<file path="config.mk">
export PLATFORM = sky130hd
export DESIGN_NAME = enemy_wave_ctl
export DESIGN_NICKNAME = d
export VERILOG_FILES = /design/src/rtl/enemy_wave_ctl.sv
export SDC_FILE = /design/constraint.sdc
export NUM_CORES = 1
export LEC_CHECK = 0
export BUFFER_PORTS_ARGS = -buffer_cell sky130_fd_sc_hd__buf_2
export CAP_MARGIN = 20
export CORE_MARGIN = 1.5
export CORE_UTILIZATION = 35
export CTS_BUF_LIST = sky130_fd_sc_hd__clkbuf_4 sky130_fd_sc_hd__clkbuf_8 sky130_fd_sc_hd__clkbuf_16
export CTS_CLUSTER_SIZE = 20
export DETAILED_ROUTE_END_ITERATION = 8
export GPL_TIMING_DRIVEN = 0
export SYNTH_ARGS = -nofsm -noshare
export SYNTH_HDL_FRONTEND = slang
export SYNTH_SLANG_ARGS = --single-unit
export TNS_END_PERCENT = 5
</file>
<file path="constraint.sdc">
create_clock -name pclk -period 5.9 [get_ports pclk]
set_input_delay 0.59 -clock pclk [delete_from_list [all_inputs] [get_ports pclk]]
set_output_delay 0.59 -clock pclk [all_outputs]
set_load 0.01 [all_outputs]
</file>
<file path="src/rtl/enemy_wave_ctl.sv">
// enemy_wave_ctl: sequences enemy waves. Spawns enemies one at a time on a
// move-tick schedule, retires them on hit, pauses once the screen is clear,
// then advances to the next wave or declares the game won.
module enemy_wave_ctl #(
  parameter int N_EN        = 3,
  parameter int N_WAVES     = 4,
  parameter int TICK_DIV    = 1000000,
  parameter int SPAWN_GAP   = 16,
  parameter int CLEAR_DELAY = 64
) (
  input  logic            pclk,
  input  logic            rst,
  input  logic            start,
  input  logic [N_EN-1:0] hit,
  output logic [N_EN-1:0] en_on,
  output logic            move_tick,
  output logic            path_rst,
  output logic [3:0]      wave,
  output logic            wave_done,
  output logic            game_won
);

  typedef enum logic [2:0] {
    S_IDLE,
    S_LOAD,
    S_SPAWN,
    S_ACTIVE,
    S_CLEAR,
    S_WON
  } state_t;

  localparam logic [20:0] TICK_LAST = 21'(TICK_DIV - 1);
  localparam logic [7:0]  GAP_LAST  = 8'(SPAWN_GAP - 1);
  localparam logic [7:0]  CLR_LAST  = 8'(CLEAR_DELAY - 1);
  localparam logic [3:0]  EN_CNT    = 4'(N_EN);
  localparam logic [3:0]  WAVE_LAST = 4'(N_WAVES - 1);

  state_t          state_q, state_d;
  logic [20:0]     tick_cnt_q, tick_cnt_d;
  logic [7:0]      gap_cnt_q, gap_cnt_d;
  logic [3:0]      spawn_idx_q, spawn_idx_d;
  logic [N_EN-1:0] en_on_q, en_on_d;
  logic            move_tick_q, move_tick_d;
  logic            path_rst_q, path_rst_d;
  logic [3:0]      wave_q, wave_d;
  logic            wave_done_q, wave_done_d;
  logic            game_won_q, game_won_d;

  logic run_q, run_d;
  logic tick_ev, spawn_ev, clear_ev;

  // The tick divider only runs while enemies can be on screen or the clear
  // pause is timing out; tick_ev marks the edge on which it wraps.
  assign run_q    = (state_q == S_SPAWN) || (state_q == S_ACTIVE) || (state_q == S_CLEAR);
  assign run_d    = (state_d == S_SPAWN) || (state_d == S_ACTIVE) || (state_d == S_CLEAR);
  assign tick_ev  = run_q && (tick_cnt_q == TICK_LAST);
  assign spawn_ev = (state_q == S_SPAWN) && (spawn_idx_q < EN_CNT) &&
                    tick_ev && (gap_cnt_q == GAP_LAST);
  assign clear_ev = (state_q == S_CLEAR) && tick_ev && (gap_cnt_q == CLR_LAST);

  // State and registered outputs; everything returns to idle on rst.
  always_ff @(posedge pclk) begin
    if (rst) begin
      state_q     <= S_IDLE;
      tick_cnt_q  <= '0;
      gap_cnt_q   <= '0;
      spawn_idx_q <= '0;
      en_on_q     <= '0;
      move_tick_q <= 1'b0;
      path_rst_q  <= 1'b0;
      wave_q      <= '0;
      wave_done_q <= 1'b0;
      game_won_q  <= 1'b0;
    end else begin
      state_q     <= state_d;
      tick_cnt_q  <= tick_cnt_d;
      gap_cnt_q   <= gap_cnt_d;
      spawn_idx_q <= spawn_idx_d;
      en_on_q     <= en_on_d;
      move_tick_q <= move_tick_d;
      path_rst_q  <= path_rst_d;
      wave_q      <= wave_d;
      wave_done_q <= wave_done_d;
      game_won_q  <= game_won_d;
    end
  end

  // Next-state selection for the wave sequencer.
  always_comb begin
    state_d = state_q;
    case (state_q)
      S_IDLE:   if (start) state_d = S_LOAD;
      S_LOAD:   state_d = S_SPAWN;
      S_SPAWN:  if (spawn_idx_q == EN_CNT) state_d = S_ACTIVE;
      S_ACTIVE: if (en_on_q == '0) state_d = S_CLEAR;
      S_CLEAR:  if (clear_ev) state_d = (wave_q == WAVE_LAST) ? S_WON : S_LOAD;
      S_WON:    if (start) state_d = S_LOAD;
      default:  state_d = S_IDLE;
    endcase
  end

  // Counters, enemy enables and output pulses for the next cycle.
  always_comb begin
    tick_cnt_d  = (run_q && run_d) ? (tick_ev ? '0 : tick_cnt_q + 21'd1) : '0;
    move_tick_d = tick_ev && run_d;
    path_rst_d  = (state_d == S_LOAD);
    game_won_d  = (state_d == S_WON);
    wave_done_d = clear_ev;
    gap_cnt_d   = gap_cnt_q;
    spawn_idx_d = spawn_idx_q;
    en_on_d     = en_on_q;
    wave_d      = wave_q;

    if (clear_ev && (wave_q != WAVE_LAST)) wave_d = wave_q + 4'd1;
    if ((state_q == S_WON) && start)       wave_d = '0;

    case (state_q)
      S_LOAD: begin
        // Entry edge into SPAWN: first enemy appears immediately.
        gap_cnt_d   = '0;
        spawn_idx_d = 4'd1;
        en_on_d     = '0;
        en_on_d[0]  = 1'b1;
      end
      S_SPAWN: begin
        en_on_d = en_on_q & ~hit;
        if (spawn_ev) begin
          // Spawn is applied after the hit mask so it wins on a same-edge hit.
          for (int i = 0; i < N_EN; i++) begin
            if (spawn_idx_q == 4'(i)) en_on_d[i] = 1'b1;
          end
          spawn_idx_d = spawn_idx_q + 4'd1;
          gap_cnt_d   = '0;
        end else if (tick_ev) begin
          gap_cnt_d = gap_cnt_q + 8'd1;
        end
      end
      S_ACTIVE: begin
        en_on_d = en_on_q & ~hit;
        if (en_on_q == '0) gap_cnt_d = '0;
      end
      S_CLEAR: begin
        if (tick_ev) gap_cnt_d = clear_ev ? '0 : gap_cnt_q + 8'd1;
      end
      default: begin
      end
    endcase
  end

  assign en_on     = en_on_q;
  assign move_tick = move_tick_q;
  assign path_rst  = path_rst_q;
  assign wave      = wave_q;
  assign wave_done = wave_done_q;
  assign game_won  = game_won_q;

endmodule
</file>
==> impl_table.tex <==
\begin{tabular}{lr}
\hline
Metric & Value \\
\hline
\multicolumn{2}{l}{\textbf{Placement}} \\
Number of buffers inserted by port buffering & 16 \\
Post-placement cell count & 357 \\
Estimated wirelength of the detail-placed design & 3350 µm \\
Routability cong. & 0.754 \\
\multicolumn{2}{l}{\textbf{Die}} \\
Die area & 7100 µm² \\
Core Region & 6350 µm² \\
Starting density of the core & 36.4\% \\
Die Y & 84.3 µm \\
Ports & 17 \\
Chip width & 84.3 µm \\
Cell Rows & 29 \\
\multicolumn{2}{l}{\textbf{Power and ir drop}} \\
Part of the power in combinational logic & 7.8\% \\
Total internal power & 439 µW \\
Reg power frac & 56.4\% \\
Switching power share of the total & 24.0\% \\
Ratio of total power to cell area & 223 nW/µm² \\
Tot Pwr & 577 µW \\
Leakage power & 0.911 nW \\
Clk network pwr share & 35.9\% \\
Worst VDD drop & 99.5 µV \\
Switching Power & 138 µW \\
\multicolumn{2}{l}{\textbf{Critical path}} \\
Critical Path End & gap\_cnt\_q[4] \\
R2R cell count & 7 \\
Endpoint of the lowest-slack register-to-register path & gap\_cnt\_q[4] \\
Critical path class & reg2reg \\
Largest driver fanout on the critical path & 9 \\
CP endpoint kind & flip-flop \\
Required time reported for the critical path endpoint & 6.08 ns \\
FF-to-FF Start & tick\_cnt\_q[7] \\
Startpoint type of the worst setup path & flip-flop \\
Worst setup slack for register-to-register paths & 3.05 ns \\
Worst Setup SP & tick\_cnt\_q[7] \\
Worst endpoint data arrival time & 3.02 ns \\
\multicolumn{2}{l}{\textbf{Cells and area}} \\
Most common cell after layout, fill and taps aside & dfxtp\_1 \\
Final net count & 300 \\
Non-filler cells in the finished layout & 365 \\
FILL cells & 624 \\
Count of antenna diodes in the layout & 0 \\
Commonest cells after routing, fill and taps aside & dfxtp\_1 (47), nor2\_1 (42), nand2\_1 (16), buf\_2 (16) \\
Layout overhead on the synthesized area & 11.9\% \\
FF+latch area & 941 µm² \\
Area of the multi-input gates & 1310 µm² \\
Share of layout cells above drive strength 1 & 12.8\% \\
\multicolumn{2}{l}{\textbf{Yosys}} \\
Number of enable flip-flop cells after synthesis & 0 \\
Leading register cell type out of synthesis & dfxtp\_1 \\
Synth Register Bits & 47 \\
Number of different library cells in the post-synthesis netlist & 50 \\
Total number of yosys warnings & 0 \\
Combined area of all synthesized cells & 2310 µm² \\
Post-Synthesis Net Count & 277 \\
Sequential share of the synthesized area & 40.7\% \\
Average cell area after synthesis & 8.75 µm² \\
Post-Synthesis Cells & 264 \\
Proportion of synthesized flip-flops having asynchronous set or reset & 0\% \\
\multicolumn{2}{l}{\textbf{Clock network}} \\
Clock insertion delay at the later pin of the skew report & 0.30 ns \\
Maximum buffer depth of the clock tree & 2 \\
Clock tree root buffer cell & clkbuf\_8 \\
Clock slew at reported path FFs & 0.09 ns \\
Clock sink count & 47 \\
Clock tree from TritonCTS & yes \\
Number of buffers created by CTS & 5 \\
Number of H-tree branching levels & 2 \\
Buffers inserted during post-CTS setup optimization & 0 \\
Hold bufs inserted after CTS & 0 \\
Count of instances resized after the clock tree is built & 0 \\
\multicolumn{2}{l}{\textbf{Route}} \\
Total vias in the final route & 1859 \\
Vias per std cell & 5.09 \\
Number of nets with antenna violations after routing & 0 \\
Post-route DRC & 0 \\
Detailed router's first-iteration violation count & 71 \\
DR WL/cell & 12.4 µm \\
Total Wirelength & 4540 µm \\
DR pass1 iterations & 4 \\
\multicolumn{2}{l}{\textbf{STA}} \\
Total Negative Setup Slacks & 0 ns \\
Number of max-slew violations in the final report & 0 \\
RSZ-0062 raised after global routing & no \\
Share of the clock period used by the worst path after layout & 48.2\% \\
Max Clk Rate & 351 MHz \\
Worst Skew & 0.00513 ns \\
Final Critical Period & 2.85 ns \\
Final setup violation count & 0 \\
Final hold violation count & 0 \\
Slew HR & 55.4\% \\
Worst-Margin Slew & 0.664 ns \\
Hold Worst Slack & 0.466 ns \\
\multicolumn{2}{l}{\textbf{Global route}} \\
Initial antenna violation count & 0 \\
First-pass GRT wire length & 7960 µm \\
All-Layer GR Usage & 13.7\% \\
Via count of the first global-routing pass & 1720 \\
Total congestion overflow & 0 \\
Largest net degree at the start of global routing & 15 \\
\multicolumn{2}{l}{\textbf{Flow run}} \\
Count of maximum capacitance violations & 0 \\
\multicolumn{2}{l}{\textbf{Status}} \\
Run status & finished, final reports clean \\
\multicolumn{2}{l}{\textbf{Min path}} \\
Kind of path behind the tightest hold check & reg2reg \\
\hline
\end{tabular}
-- registers in the layout, summed over array words and instances, names as in the netlist, 3 cells and up --
name and flops:
gap_cnt_q 8, wave 4, en_on 3, tick_cnt_q 21, spawn_idx_q 4, state_q 3
-- metrics by stage --
step                      util, %  cell area [µm²]  setup slack [ns]
after global placement       39.2             2490              3.09
final                        40.7             2590              3.05
after global routing         40.7             2590              2.89
after detailed placement     39.2             2490              3.07
after CTS                    40.7             2590              3.04
after floorplan                 -             2310              3.34
-- final cells by class --
class / count / area share [%]
inverter: 5 / 0.726
multi-input combinational: 204 / 50.8
tap: 77 / 3.73
sequential: 47 / 36.4
timing repair buffer: 16 / 3.10
clock inverter: 1 / 0.339
clock buffer: 7 / 3.48
buffer: 8 / 1.45
-- how the worst min path moves through the flow --
| stage | slack, ns | to | startpoint | depth (start not counted) |
|---|---|---|---|---|
| after floorplan | 0.43 | tick_cnt_q[0] | tick_cnt_q[0] | 1 |
| after detailed placement | 0.45 | spawn_idx_q[3] | spawn_idx_q[3] | 1 |
| after CTS | 0.47 | spawn_idx_q[3] | spawn_idx_q[3] | 1 |
| after global placement | 0.44 | spawn_idx_q[2] | spawn_idx_q[2] | 1 |
| final | 0.47 | spawn_idx_q[2] | spawn_idx_q[2] | 1 |
| after global routing | 0.49 | spawn_idx_q[2] | spawn_idx_q[2] | 1 |
-- Yosys cell counts (all sizes together), types with 2 or more instances --
cell | count | area (µm²)
xor2 | 8 | 70.1
inv | 5 | 18.8
and3 | 7 | 43.8
nand2b | 3 | 18.8
and2 | 4 | 25.0
xnor2 | 11 | 96.3
a22oi | 4 | 30.0
dfxtp | 47 | 941
o31ai | 3 | 37.5
and4b | 2 | 20.0
nand3 | 11 | 55.1
a21oi | 11 | 55.1
nand4 | 6 | 37.5
nor3b | 7 | 52.6
or4 | 3 | 26.3
a211oi | 3 | 27.5
nor2 | 42 | 158
or3 | 5 | 31.3
nor3 | 10 | 50.1
or2 | 2 | 12.5
ha | 7 | 87.6
mux2i | 3 | 30.0
clkbuf | 7 | 26.3
or3b | 4 | 35.0
o211ai | 2 | 20.0
nor2b | 4 | 25.0
and4 | 2 | 17.5
o21ai | 8 | 40.0
nand2 | 16 | 60.1
nor4 | 3 | 33.8
-- power groups by stage --
stage	logic (mW)	registers (mW)	clock network, mW
floorplan	0.0319	0.333	0
global placement	0.0449	0.333	0
detailed placement	0.0449	0.333	0
CTS	0.0452	0.325	0.216
global route	0.0513	0.326	0.231
finish	0.0449	0.325	0.207
-- cell families (layout without fill, tap and decap cells) --
logic type                 count (synthesis)  in the layout  synth area share [%]
buffers and inverters                     13             37                  2.44
xor gates and xnor gates                  19             19                  7.20
adders and majority gates                  7              7                  3.79
AOI/OAI and AO/OA                         39             39                  12.2
muxes                                      3              3                  1.30
DFF                                       47             47                  40.7
and+or+nand+nor                          136            136                  32.4
-- per-layer routing --
layer / wire [µm] / track usage (%)
met1: 2370 / 19.3
met3: 108 / 3.34
met5: 0 / 0
met4: 65 / 5.66
met2: 2000 / 20.1
-- critical path: stages, from the launching register on --
cell      delay, ns
dfxtp_1        0.35
or4b_1         0.58
or4_4          0.60
nor4_4         0.52
o22ai_2        0.24
or3b_1         0.22
buf_6          0.13
o211ai_1       0.08
Note: power is estimated with default switching activity, not from simulation.
